<file path="config.mk">
export PLATFORM = sky130hd
export DESIGN_NAME = conv_frame_seq
export DESIGN_NICKNAME = d
export VERILOG_FILES = /design/src/rtl/conv_pkg.sv /design/src/rtl/conv_win_track.sv /design/src/rtl/conv_frame_seq.sv
export SDC_FILE = /design/constraint.sdc
export NUM_CORES = 1
export LEC_CHECK = 0
export ABC_AREA = 1
export BUFFER_PORTS_ARGS = -buffer_cell sky130_fd_sc_hd__buf_2
export CORE_UTILIZATION = 28
export CTS_BUF_LIST = sky130_fd_sc_hd__clkbuf_8
export CTS_CLUSTER_DIAMETER = 120
export DETAILED_ROUTE_END_ITERATION = 12
export SLEW_MARGIN = 20
export SYNTH_ARGS = -nofsm -noshare
export SYNTH_HDL_FRONTEND = slang
export SYNTH_SLANG_ARGS = --single-unit
</file>
<file path="constraint.sdc">
create_clock -name iCLK -period 1.75 [get_ports iCLK]
set_input_delay 0.0875 -clock iCLK [delete_from_list [all_inputs] [get_ports iCLK]]
set_output_delay 0.0875 -clock iCLK [all_outputs]
set_load 0.02 [all_outputs]
</file>
<file path="src/rtl/conv_pkg.sv">
// Shared types and sizing helpers for the streaming convolution datapath.
// No timing of its own; imported by sequencer, window tracker, line buffer and MAC.
package conv_pkg;

  typedef enum logic [1:0] {
    ST_IDLE  = 2'd0,
    ST_RUN   = 2'd1,
    ST_DRAIN = 2'd2,
    ST_DONE  = 2'd3
  } seq_state_e;

  function automatic int cw_of(input int xs);
    return (xs > 1) ? $clog2(xs) : 1;
  endfunction

  // Output windows per axis for a square frame.
  function automatic int os_of(input int xs, input int ws, input int stride);
    return (xs - ws) / stride + 1;
  endfunction

endpackage

</file>
<file path="src/rtl/conv_win_track.sv">
// Pixel position counters and on-grid window detection; hit is combinational from acc_i.
// Advances only on acc_i, so upstream stalls simply freeze all position state.
module conv_win_track
  import conv_pkg::*;
#(
  parameter  int XS     = 32,
  parameter  int WS     = 5,
  parameter  int STRIDE = 1,
  localparam int CW     = cw_of(XS)
) (
  input  logic          clk_i,
  input  logic          rst_n_i,
  input  logic          init_i,
  input  logic          clear_i,
  input  logic          acc_i,
  output logic          hit_o,
  output logic          last_pix_o,
  output logic [CW-1:0] out_row_o,
  output logic [CW-1:0] out_col_o
);

  // One extra bit so the parked row target (XS) can never equal a real row.
  localparam int            NW   = CW + 1;
  localparam logic [CW-1:0] LAST = CW'(XS - 1);
  localparam logic [NW-1:0] WIN0 = NW'(WS - 1);
  localparam logic [NW-1:0] PARK = NW'(XS);
  localparam logic [NW-1:0] STEP = NW'(STRIDE);

  logic [CW-1:0] row_q, row_d, col_q, col_d;
  logic [CW-1:0] orow_q, orow_d, ocol_q, ocol_d;
  logic [NW-1:0] rnext_q, rnext_d, cnext_q, cnext_d;
  logic          row_act, eol;

  assign row_act    = ({1'b0, row_q} == rnext_q);
  assign eol        = (col_q == LAST);
  assign hit_o      = acc_i & row_act & ({1'b0, col_q} == cnext_q);
  assign last_pix_o = eol & (row_q == LAST);
  assign out_row_o  = orow_q;
  assign out_col_o  = ocol_q;

  always_comb begin
    row_d   = row_q;
    col_d   = col_q;
    orow_d  = orow_q;
    ocol_d  = ocol_q;
    rnext_d = rnext_q;
    cnext_d = cnext_q;
    if (acc_i) begin
      if (eol) begin
        col_d = '0;
        if (row_q != LAST) row_d = row_q + 1'b1;
      end else begin
        col_d = col_q + 1'b1;
      end
      if (hit_o) begin
        ocol_d = ocol_q + 1'b1;
        if (int'(cnext_q) + STRIDE <= XS - 1) cnext_d = cnext_q + STEP;
      end
      // End-of-row handling overrides the hit update when both fall on col XS-1.
      if (eol) begin
        ocol_d = '0;
        if (row_act) begin
          cnext_d = WIN0;
          orow_d  = orow_q + 1'b1;
          rnext_d = (int'(rnext_q) + STRIDE <= XS - 1) ? rnext_q + STEP : PARK;
        end
      end
    end
  end

  always_ff @(posedge clk_i or negedge rst_n_i) begin
    if (!rst_n_i) begin
      row_q   <= '0;
      col_q   <= '0;
      orow_q  <= '0;
      ocol_q  <= '0;
      rnext_q <= WIN0;
      cnext_q <= WIN0;
    end else if (clear_i || init_i) begin
      row_q   <= '0;
      col_q   <= '0;
      orow_q  <= '0;
      ocol_q  <= '0;
      rnext_q <= WIN0;
      cnext_q <= WIN0;
    end else begin
      row_q   <= row_d;
      col_q   <= col_d;
      orow_q  <= orow_d;
      ocol_q  <= ocol_d;
      rnext_q <= rnext_d;
      cnext_q <= cnext_d;
    end
  end

endmodule

</file>
<file path="src/rtl/conv_frame_seq.sv">
// Frame sequencer: accepts XS*XS pixels per start, flags windows, pulses done PIPE+1 cycles after last accept.
// oReady is combinational from state and iDownReady; stalls freeze counters, the result delay line free-runs.
module conv_frame_seq
  import conv_pkg::*;
#(
  parameter  int XS     = 32,
  parameter  int WS     = 5,
  parameter  int STRIDE = 1,
  parameter  int PIPE   = 3,
  localparam int CW     = cw_of(XS)
) (
  input  logic          iCLK,
  input  logic          iRSTn,
  input  logic          iStart,
  input  logic          iClear,
  input  logic          iValid,
  output logic          oReady,
  input  logic          iDownReady,
  output logic          oPixWr,
  output logic          oWinValid,
  output logic [CW-1:0] oOutRow,
  output logic [CW-1:0] oOutCol,
  output logic          oResValid,
  output logic          oBusy,
  output logic          oFrameDone
);

  localparam int DW = (PIPE > 1) ? $clog2(PIPE) : 1;

  seq_state_e    state_q;
  logic [DW-1:0] drain_q;
  logic          done_q;
  logic [PIPE-1:0] sr_q;
  logic [PIPE:0]   sr_ext;
  logic          accept, hit, last_pix, init;

  assign oReady     = (state_q == ST_RUN) & iDownReady;
  assign accept     = iValid & oReady;
  assign oPixWr     = accept;
  assign oWinValid  = hit;
  assign oResValid  = sr_q[PIPE-1];
  assign oBusy      = (state_q != ST_IDLE);
  assign oFrameDone = done_q;
  assign init       = (state_q == ST_IDLE) & iStart & ~iClear;
  assign sr_ext     = {sr_q, hit};

  conv_win_track #(
    .XS     (XS),
    .WS     (WS),
    .STRIDE (STRIDE)
  ) u_win_track (
    .clk_i      (iCLK),
    .rst_n_i    (iRSTn),
    .init_i     (init),
    .clear_i    (iClear),
    .acc_i      (accept),
    .hit_o      (hit),
    .last_pix_o (last_pix),
    .out_row_o  (oOutRow),
    .out_col_o  (oOutCol)
  );

  always_ff @(posedge iCLK or negedge iRSTn) begin
    if (!iRSTn) begin
      state_q <= ST_IDLE;
      drain_q <= '0;
      done_q  <= 1'b0;
      sr_q    <= '0;
    end else if (iClear) begin
      state_q <= ST_IDLE;
      drain_q <= '0;
      done_q  <= 1'b0;
      sr_q    <= '0;
    end else begin
      sr_q   <= sr_ext[PIPE-1:0];
      done_q <= 1'b0;
      case (state_q)
        ST_IDLE: begin
          if (iStart) state_q <= ST_RUN;
        end
        ST_RUN: begin
          if (accept && last_pix) begin
            state_q <= ST_DRAIN;
            drain_q <= '0;
          end
        end
        // Hold off done until the final window's result has left the MAC pipe.
        ST_DRAIN: begin
          if (drain_q == DW'(PIPE - 1)) begin
            state_q <= ST_DONE;
            done_q  <= 1'b1;
          end else begin
            drain_q <= drain_q + 1'b1;
          end
        end
        ST_DONE: begin
          state_q <= ST_IDLE;
        end
        default: state_q <= ST_IDLE;
      endcase
    end
  end

endmodule

</file>
==> flow_summary_export.csv <==
group,metric,value,unit
floorplanning,start_util,0.2897,
worst_setup_path,worstPathMaxFanout,5,
run_status,status,"finished, violations left",
floorplanning,io_pins,22,
place,io_buffers,21,
sta,hold_viol_final,0,
global_route,grt_pass1_wl,10290,um
route,drc,0,
route,antenna_left,0,
global_route,grt.overflow.total,0,
place,dp_cells,486,
synthesis,yosys.cell_count.top_type,"nand2_1",
route,first_pass_iters,4,
synthesis,syn_inst,334,
cells_and_area,final_util,0.3918,
sta,period_minus_slack,1794,ps
clock_tree,clock-sinks,40,
synthesis,yosysTopAreaCell,"dfrtp_1",
synthesis,synth_area_leaders,"dfrtp_1 38%, nand2_1 14%, ha_1 7.4%",
hold_path,hp-class,"primary input to register",
worst_setup_path,r2r_slack,-40,ps
route,num_vias,2393,
worst_setup_path,start_kind,"register",
clock_tree,cts_buffers,5,
power_and_ir_drop,power_density,1067,nW/um2
route,first_iter_violations,93,
worst_setup_path,critPathArrivalTime,2000,ps
synthesis,syn_area,2526,um2
sta,max_freq,557.4,MHz
power_and_ir_drop,ir_worst_vdd,0.4167,mV
clock_tree,cts_max_level,2,
sta,rsz0062_at_grt,"yes",
worst_setup_path,cp-end-kind,"register",
clock_tree,path_clk_slew,80,ps
worst_setup_path,reg2reg_depth,11,
place,dp_slack,-11.53,ps
cells_and_area,finalNetCount,421,
floorplanning,die_y,96.99,um
sta,tightest_slew,518.4,ps
route,vias_per_cell,4.701,
hold_path,whs_path_depth,2,
sta,clock_skew,7.123,ps
place,place.gp.congestion,0.8268,
clock_tree,cts_buffer_depth,2,
power_and_ir_drop,p_leak,0.001655,uW
synthesis,ys_seq_area_frac,0.3972,
cells_and_area,syn2layout_area_growth,35.27,%
synthesis,synth.avg_cell_area,7.563,um2
global_route,gr-usage-met2,0.2172,
global_route,busiest_layer,"met2",
synthesis,synth_cell_types,38,
synthesis,synthFlopType,"dfrtp_1",
global_route,antenna_found_initial,0,
run,cap_violations,0,
floorplanning,core,8721,um2
synthesis,ys_ff_latch,40,
cells_and_area,drive_gt1_frac,0.3192,
clock_tree,cts_root_buf,"clkbuf_8",
synthesis,synth_top_area_share,0.3764,
sta,slew_viol_final,0,
floorplanning,row_count,34,
global_route,grt_use_total,0.1327,
synthesis,async_flop_share,1.000,
route,wl_per_cell,12.59,um
clock_tree,clk_latency,300,ps
sta,setup_viol,7,
floorplanning,die_w,96.99,um
sta,relSlewSlack,0.6507,
worst_setup_path,critPathRequiredTime,1960,ps
cells_and_area,final-instance-count-excl-fill,509,
worst_setup_path,criticalPathCategory,"register to register",
synthesis,synth_edf_count,0,
global_route,gr-usage-met1,0.1777,
run_status,violations,"setup timing",
synthesis,yosys-top-cells-count,"92 x nand2_1, 38 x dfrtp_1, 37 x inv_1, 35 x nor2_1, 34 x nand3_1",
cells_and_area,antenna_cells,0,
route,wl,6407,um
global_route,grt_max_degree,24,
sta,worst_slack,-43.91,ps
clock_tree,cts_tree,"yes",
sta,timing.final.crit_share,1.025,
synthesis,yosysWarningCount,0,
global_route,grt_util_met3,0.01879,
synthesis,synth_nets,355,
floorplanning,die_area,9406,um2
global_route,grt_pass1_vias,2223,
place,place_hpwl,4471,um
[metal layers]
layer / vias up / part of all wire
met3: 8 / 0.018
met4: 0 / 0.014
met2: 24 / 0.51
met5: - / 0
li1: 1218 / -
met1: 1143 / 0.46
[final timing paths]
kind	startpoint	endpoint
min in group asynchronous	iRSTn	sr_q[2]
setup / recovery	u_win_track.col_q[1]	u_win_track.rnext_q[3]
setup reg to reg	u_win_track.col_q[1]	u_win_track.rnext_q[3]
max in group asynchronous	iRSTn	u_win_track.cnext_q[2]
hold reg to reg	sr_q[1]	sr_q[2]
hold / removal	iClear	sr_q[1]
[placed cells by master (no fill, tap or decap), types with 2 or more instances in the layout]
cell	instances
nand2_1	85
dfrtp_1	37
buf_4	34
nand3_1	32
nor2_1	30
inv_1	29
buf_2	20
o21ai_0	17
inv_2	11
ha_1	10
nand2_2	7
nor2_2	7
o21ai_1	7
a21oi_1	6
xor2_1	5
clkbuf_8	5
ha_2	4
nand3_4	3
nand4_1	3
nand2_4	3
nor3_1	3
buf_6	3
buf_12	3
xnor2_1	2
a21oi_2	2
nand2_8	2
clkinvlp_4	2
nor4_2	2
a21oi_4	2
o31ai_1	2
clkbuf_16	2
dfstp_2	2
[layout make-up]
class / instances / area, um2
multi-input combinational: 246 / 1473
inverter: 44 / 183.9
clock inverter: 3 / 42.54
clock buffer: 5 / 68.82
tap: 108 / 135.1
timing repair buffer: 63 / 509.2
sequential: 40 / 1005
fill: 880 / 5304
[state kept, by name (all words and copies together) (netlist names)]
signal	count
u_win_track.rnext_q	6
u_win_track.col_q	5
sr_q	3
u_win_track.cnext_q	6
drain_q	2
u_win_track.out_col_o	5
oFrameDone	1
state_q	2
u_win_track.out_row_o	5
u_win_track.row_q	5
[stage by stage]
stage          cell area (um2)  total power [uW]  hold slack, ps  setup TNS [ps]
2_1_floorplan             2529              2018          -208.1               0
3_3_place_gp              2974              2429           60.11               0
3_5_place_dp              2974              2452           61.52          -11.53
4_1_cts                   3207              3409           33.39               0
5_1_grt                   3417              3902           54.76           -1473
6_report                  3417              3647           42.10          -160.8
[power breakdown]
group          switching, uW  internal (uW)  leakage, uW
Sequential               133           1060     0.000542
Combinational            913            784      0.00106
Clock                    339            422    0.0000541
Total                   1390           2260      0.00166
[worst max-delay path, stage by stage (launching register included)]
cell and delay, ps:
dfrtp_1 360, ha_2 190, nand2_2 60, nor2_2 120, ha_2 190, inv_2 60
nand2_8 70, nand2_8 60, a21oi_4 230, buf_12 170, nand2_4 50, o22ai_1 140
[repair_timing]
action / 4_1_cts / 5_1_grt
gates cloned: 0 / 2
hold endpoints to repair: 17 / 0
resized for setup: 17 / 39
pin swaps: 3 / 7
hold buffers: 1 / 0
endpoints found under the setup margin: 1 / 30
setup buffers: 9 / 4
[cells by family (layout without fill, tap and decap cells)]
kind of cell	after synthesis	after routing	share of synthesized area
simple gates	182	182	0.3224
buf+inv	48	115	0.07924
compound gates	41	41	0.09856
flops	40	40	0.3972
fa+ha+maj	15	15	0.07429
xor+xnor	7	7	0.02427
mux	1	1	0.003963
No activity file was read; power rests on OpenSTA's default activity.
